### src/rtl/xgemac_rx_pkt_reader.sv
// xgemac_rx_pkt_reader
// Pulls complete frames from the XGEMAC receive packet interface one read
// burst at a time. Received words pass through a small FIFO to a valid/ready
// stream. The block also keeps packet, byte and error counters and a sticky
// flag for interface protocol violations.
module xgemac_rx_pkt_reader #(
  parameter int DEPTH = 4
) (
  input  logic        clk_156m25,
  input  logic        reset_156m25_n,
  input  logic        pkt_rx_avail,
  output logic        pkt_rx_ren,
  input  logic [63:0] pkt_rx_data,
  input  logic        pkt_rx_val,
  input  logic        pkt_rx_sop,
  input  logic        pkt_rx_eop,
  input  logic [2:0]  pkt_rx_mod,
  input  logic        pkt_rx_err,
  output logic [63:0] out_data,
  output logic        out_valid,
  input  logic        out_ready,
  output logic        out_sop,
  output logic        out_eop,
  output logic        out_err,
  output logic [2:0]  out_mod,
  input  logic        stat_clr,
  output logic [31:0] stat_pkt_cnt,
  output logic [31:0] stat_byte_cnt,
  output logic [15:0] stat_err_cnt,
  output logic        proto_err
);

  localparam int AW = (DEPTH > 1) ? $clog2(DEPTH) : 1;
  localparam int CW = AW + 1;
  localparam int EW = 70;  // {err, mod[2:0], eop, sop, data[63:0]}
  // A read may only be issued while one more in-flight word still fits.
  localparam logic [CW-1:0] REN_MAX = CW'(DEPTH - 2);

  typedef enum logic [1:0] {
    S_IDLE = 2'd0,
    S_READ = 2'd1,
    S_GAP  = 2'd2
  } state_t;

  state_t        state_q, state_d;
  logic [CW-1:0] count_q, count_d;
  logic [AW-1:0] wr_ptr_q, rd_ptr_q;
  logic [EW-1:0] mem_q [DEPTH];
  logic [EW-1:0] wr_entry;
  logic [EW-1:0] head;
  logic          push, pop;
  logic          eop_in;

  logic          first_q;     // next valid word in this burst should carry sop
  logic          ren_q;       // read enable issued in the previous cycle
  logic          violation;

  logic [31:0]   pkt_cnt_q, byte_cnt_q;
  logic [15:0]   err_cnt_q;
  logic          proto_q;
  logic [31:0]   byte_inc;

  assign eop_in = pkt_rx_val && pkt_rx_eop;

  // FSM state register
  always_ff @(posedge clk_156m25 or negedge reset_156m25_n) begin
    if (!reset_156m25_n) begin
      state_q <= S_IDLE;
    end else begin
      state_q <= state_d;
    end
  end

  // FSM next state and read enable; the eop word itself blocks further reads
  always_comb begin
    state_d    = state_q;
    pkt_rx_ren = 1'b0;
    case (state_q)
      S_IDLE: begin
        if (pkt_rx_avail) begin
          state_d = S_READ;
        end
      end
      S_READ: begin
        pkt_rx_ren = (count_q <= REN_MAX) && !eop_in;
        if (eop_in) begin
          state_d = S_GAP;
        end
      end
      S_GAP: begin
        // one cycle for the MAC to refresh pkt_rx_avail
        state_d = S_IDLE;
      end
      default: begin
        state_d = S_IDLE;
      end
    endcase
  end

  // FIFO control: every valid ingress word is stored, pops follow the handshake
  assign push     = pkt_rx_val;
  assign pop      = out_valid && out_ready;
  assign wr_entry = {pkt_rx_err, pkt_rx_mod, pkt_rx_eop, pkt_rx_sop, pkt_rx_data};

  // FIFO occupancy next state
  always_comb begin
    count_d = count_q;
    if (push && !pop) begin
      count_d = count_q + CW'(1);
    end else if (!push && pop) begin
      count_d = count_q - CW'(1);
    end
  end

  // FIFO pointers and occupancy
  always_ff @(posedge clk_156m25 or negedge reset_156m25_n) begin
    if (!reset_156m25_n) begin
      count_q  <= '0;
      wr_ptr_q <= '0;
      rd_ptr_q <= '0;
    end else begin
      count_q <= count_d;
      if (push) begin
        wr_ptr_q <= wr_ptr_q + AW'(1);
      end
      if (pop) begin
        rd_ptr_q <= rd_ptr_q + AW'(1);
      end
    end
  end

  // FIFO storage; cleared on reset so the stream outputs read as zero
  always_ff @(posedge clk_156m25 or negedge reset_156m25_n) begin
    if (!reset_156m25_n) begin
      for (int i = 0; i < DEPTH; i++) begin
        mem_q[i] <= '0;
      end
    end else if (push) begin
      mem_q[wr_ptr_q] <= wr_entry;
    end
  end

  assign head      = mem_q[rd_ptr_q];
  assign out_data  = head[63:0];
  assign out_sop   = head[64];
  assign out_eop   = head[65];
  assign out_mod   = head[68:66];
  assign out_err   = head[69];
  assign out_valid = (count_q != '0);

  // Bytes contributed by the current ingress word; mod 0 on eop means 8
  always_comb begin
    byte_inc = 32'd8;
    if (pkt_rx_eop && (pkt_rx_mod != 3'd0)) begin
      byte_inc = {29'd0, pkt_rx_mod};
    end
  end

  // Any valid word outside a read burst, unrequested, or with a misplaced sop
  assign violation = pkt_rx_val &&
                     ((state_q != S_READ) || !ren_q || (first_q != pkt_rx_sop));

  // Burst tracking for protocol checking
  always_ff @(posedge clk_156m25 or negedge reset_156m25_n) begin
    if (!reset_156m25_n) begin
      first_q <= 1'b1;
      ren_q   <= 1'b0;
    end else begin
      ren_q <= pkt_rx_ren;
      if (state_q != S_READ) begin
        first_q <= 1'b1;
      end else if (pkt_rx_val) begin
        first_q <= 1'b0;
      end
    end
  end

  // Statistics and sticky protocol flag; a clear beats a coincident update
  always_ff @(posedge clk_156m25 or negedge reset_156m25_n) begin
    if (!reset_156m25_n) begin
      pkt_cnt_q  <= '0;
      byte_cnt_q <= '0;
      err_cnt_q  <= '0;
      proto_q    <= 1'b0;
    end else if (stat_clr) begin
      pkt_cnt_q  <= '0;
      byte_cnt_q <= '0;
      err_cnt_q  <= '0;
      proto_q    <= 1'b0;
    end else begin
      if (pkt_rx_val) begin
        byte_cnt_q <= byte_cnt_q + byte_inc;
      end
      if (eop_in) begin
        pkt_cnt_q <= pkt_cnt_q + 32'd1;
        if (pkt_rx_err) begin
          err_cnt_q <= err_cnt_q + 16'd1;
        end
      end
      if (violation) begin
        proto_q <= 1'b1;
      end
    end
  end

  assign stat_pkt_cnt  = pkt_cnt_q;
  assign stat_byte_cnt = byte_cnt_q;
  assign stat_err_cnt  = err_cnt_q;
  assign proto_err     = proto_q;

endmodule

### config.mk
export PLATFORM = sky130hd
export DESIGN_NAME = xgemac_rx_pkt_reader
export DESIGN_NICKNAME = d
export VERILOG_FILES = /design/src/rtl/xgemac_rx_pkt_reader.sv
export SDC_FILE = /design/constraint.sdc
export NUM_CORES = 1
export LEC_CHECK = 0
export CAP_MARGIN = 20
export CELL_PAD_IN_SITES_DETAIL_PLACEMENT = 0
export CELL_PAD_IN_SITES_GLOBAL_PLACEMENT = 1
export CORE_ASPECT_RATIO = 1.5
export CORE_MARGIN = 1
export CORE_UTILIZATION = 46
export DETAILED_ROUTE_END_ITERATION = 8
export HOLD_SLACK_MARGIN = 0.06
export PLACE_DENSITY_LB_ADDON = 0.1
export SETUP_SLACK_MARGIN = 0.4
export SYNTH_ARGS = -nofsm -noshare
export SYNTH_HDL_FRONTEND = slang
export SYNTH_SLANG_ARGS = --single-unit
### constraint.sdc
create_clock -name clk_156m25 -period 3.4 [get_ports clk_156m25]
set_clock_uncertainty 0.15 [all_clocks]
set_input_delay 0.68 -clock clk_156m25 [delete_from_list [all_inputs] [get_ports clk_156m25]]
set_output_delay 0.68 -clock clk_156m25 [all_outputs]
set_load 0.005 [all_outputs]
==> flow_summary.toml <==
[timing]
finalSetupViolations = 0
slew_violations = 0
period_needed_ns = 3.028
slew_headroom = 0.3064
finalCritPeriodShare = 0.8906
max_freq_mhz = 330.3
rsz0062_at_grt = "yes"
worst_slack_ns = 0.3720
worstMarginPinSlew_ns = 1.040
hold_viol = 0

[synth]
syn_inst = 1191
synth.distinct_cells = 50
synth_area_mm2 = 0.01698
synthFlopType = "dfrtp_1"
synth_edf_count = 0
ys_seq_area_frac = 0.5482
ys_top_cells_by_count = "dfrtp_1 (371), mux2_2 (286), mux4_2 (70), nor2_1 (50), a21oi_1 (41)"
yosysWarnings = 0
synth_area_per_cell_um2 = 14.26
synth_area_leaders = "dfrtp_1 (55%), mux2_2 (19%), mux4_2 (9.3%), a21oi_1 (1.2%), nor2_1 (1.1%)"
ys_ff_latch = 372
synth_top_area_share = 0.5467
yosysTopAreaCell = "dfrtp_1"
synth_nets = 1280
synth-async-reset-ratio = 1.000
yosysMostFrequentCell = "dfrtp_1"

[floorplan]
core_area_mm2 = 0.03616
io_pins = 229
die_area_mm2 = 0.03771
initial_core_util = 0.4697
rows = 85
dieHeight_um = 237.3
die_width_um = 158.9

[route]
viasPerCell = 5.538
num_vias = 10932
drt_pass1_iterations = 4
drt_wl_total_um = 41000
ant_nets = 0
wl_per_cell_um = 20.77
drc = 0
drt_iter0_markers = 452

[clock_network]
clock_latency_ns = 0.53
cts_buffers = 38
cts_tree = "yes"
cts_max_level = 2
cts.sinks = 372
max-clock-path-buffers = 3
clk_pin_slew_ns = 0.06
clock-root-buffer = "clkbuf_16"

[finish]
post-route-cell-area_mm2 = 0.02177
area_growth_syn_to_layout_pct = 28.18
drive_gt1_frac = 0.3703
utilization = 0.6020
final_nets = 1557
final_cells = 1974
multi_input_comb_area_mm2 = 0.007343
num-fill-cells = 2951
register_area_mm2 = 0.009318
num_antenna_cells = 0

[power]
ir_drop_mv = 0.5124
powerDensity_mw_per_mm2 = 863.8
p_leak_nw = 9.177
finalPower_mw = 18.80

[placement]
dp_hpwl_um = 25320
dpl.cell_count = 1868
place_congestion = 0.7490
placed_cell_area_mm2 = 0.02008
place.port_buffers = 228
pre_cts_ws_ns = -0.06583

[setup_path]
r2r_slack_ns = 0.94
timing.rr.start = "stat_byte_cnt[0]"
cp.required_ns = 2.57
crit_fanout = 9
critPathCaptureType = "primary output"
r2r_cells = 7
crit_arrival_ns = 2.20
cp-start-kind = "register"
crit_type = "register to primary output"
r2r-end = "stat_byte_cnt[26]"

[hold_path]
hold_start = "state_q[1]"
hold_path.class = "register to register"
whs_path_depth = 1
whs_endpoint = "state_q[0]"

[grt]
use_met2 = 0.4009
grt_max_degree = 101
grt_first_pass_wirelength_um = 66500
grt.overflow.total = 0
grt_busiest_layer = "met2"
use_met1 = 0.2760
grt_pass1_vias = 11647
antenna_found_initial = 0
grtUsageTotal = 0.2241
grtUsageMet3 = 0.04258

[outcome]
status = "completed"

[run]
drv_cap = 0
-- flip-flops by register name, indices dropped and copies added (netlist names) --
name and cells:
state_q 2, wr_ptr_q 2, mem_q 280, first_q 1
count_q 3, stat_err_cnt 16, ren_q 1, stat_pkt_cnt 32
proto_err 1, stat_byte_cnt 32, rd_ptr_q 2
-- worst max-delay path by stage --
stage           startpoint                 to  depth (start not counted)
6_report       rd_ptr_q[0]       out_data[17]                          5
5_1_grt        rd_ptr_q[0]       out_data[14]                          5
4_1_cts        rd_ptr_q[0]       out_data[52]                          6
3_5_place_dp    pkt_rx_eop  stat_byte_cnt[26]                          8
3_3_place_gp    pkt_rx_eop  stat_byte_cnt[26]                          8
2_1_floorplan   pkt_rx_eop  stat_byte_cnt[26]                         10
-- report_power, final --
part	switching (mW)	leakage, nW	total (mW)	internal (mW)
Clock	1.72	0.603	4.11	2.38
Combinational	2.81	4.00	7.62	4.81
Sequential	0.856	4.57	7.08	6.22
Total	5.39	9.18	18.8	13.4
-- cell usage in the layout (no fill, tap or decap), types with 14 or more instances in the layout --
cell type          n
a21oi_1           41
xnor2_1           15
nand4_1           19
o31ai_1           21
nor2b_1           18
dfrtp_1          369
buf_6             18
or3_1             15
clkdlybuf4s50_1  154
clkdlybuf4s15_1   20
nand3_1           19
nand2_1           31
nor2_1            50
mux4_2            70
or4_1             20
buf_2             15
dlygate4sd2_1     14
clkbuf_16         39
xor2_1            14
o21ai_0           15
mux2_2           286
buf_4             45
buf_12            18
-- final cells by class --
type                            instances  area share
Inverter                               14    0.002414
Sequential cell                       372      0.4280
Clock inverter                         10    0.003736
Clock buffer                           58     0.05225
Tap cell                              478     0.02747
Multi-Input combinational cell        733      0.3373
Timing Repair Buffer                  309      0.1488
-- per-stage QoR --
| step | TNS, ns | hold slack [ns] |
|---|---|---|
| after global routing | 0 | 0.3196 |
| after global placement | 0 | 0.2878 |
| final | 0 | 0.2982 |
| after floorplan | 0 | 0.2344 |
| after detailed placement | -0.1658 | 0.2903 |
| after CTS | 0 | 0.2967 |
-- critical path, stage by stage, from the launching register on --
cell           delay [ns]
dfrtp_4              0.50
buf_6                0.15
buf_16               0.14
buf_4                0.16
mux4_2               0.42
dlygate4sd2_1        0.28
-- routing by layer --
metal,wire length (um),part of all wire,up-vias
met2,21490,0.52,191
met3,1885,0.046,43
met4,860,0.021,0
met1,16760,0.41,5717
li1,-,-,4981
met5,0,0,-
-- timing repair --
action                                  CTS  global route
pin swaps                                 0             1
setup buffers                            20             9
endpoints found under the setup margin   71            44
gates resized for setup                 184            39
gates cloned                              8             0
hold buffers                              1             0
endpoints found under the hold margin    71             0
-- cell families (layout without fill, tap and decap cells) --
kind of cell | Yosys count | count (layout) | synth area share
compound gates | 93 | 93 | 0.03382
xor+xnor | 29 | 29 | 0.01496
fa+ha+maj | 13 | 13 | 0.01046
buf+inv | 86 | 391 | 0.02240
flops | 372 | 372 | 0.5482
mux | 370 | 370 | 0.2916
simple gates | 228 | 228 | 0.07854
Power figures use the tool's default switching activity.
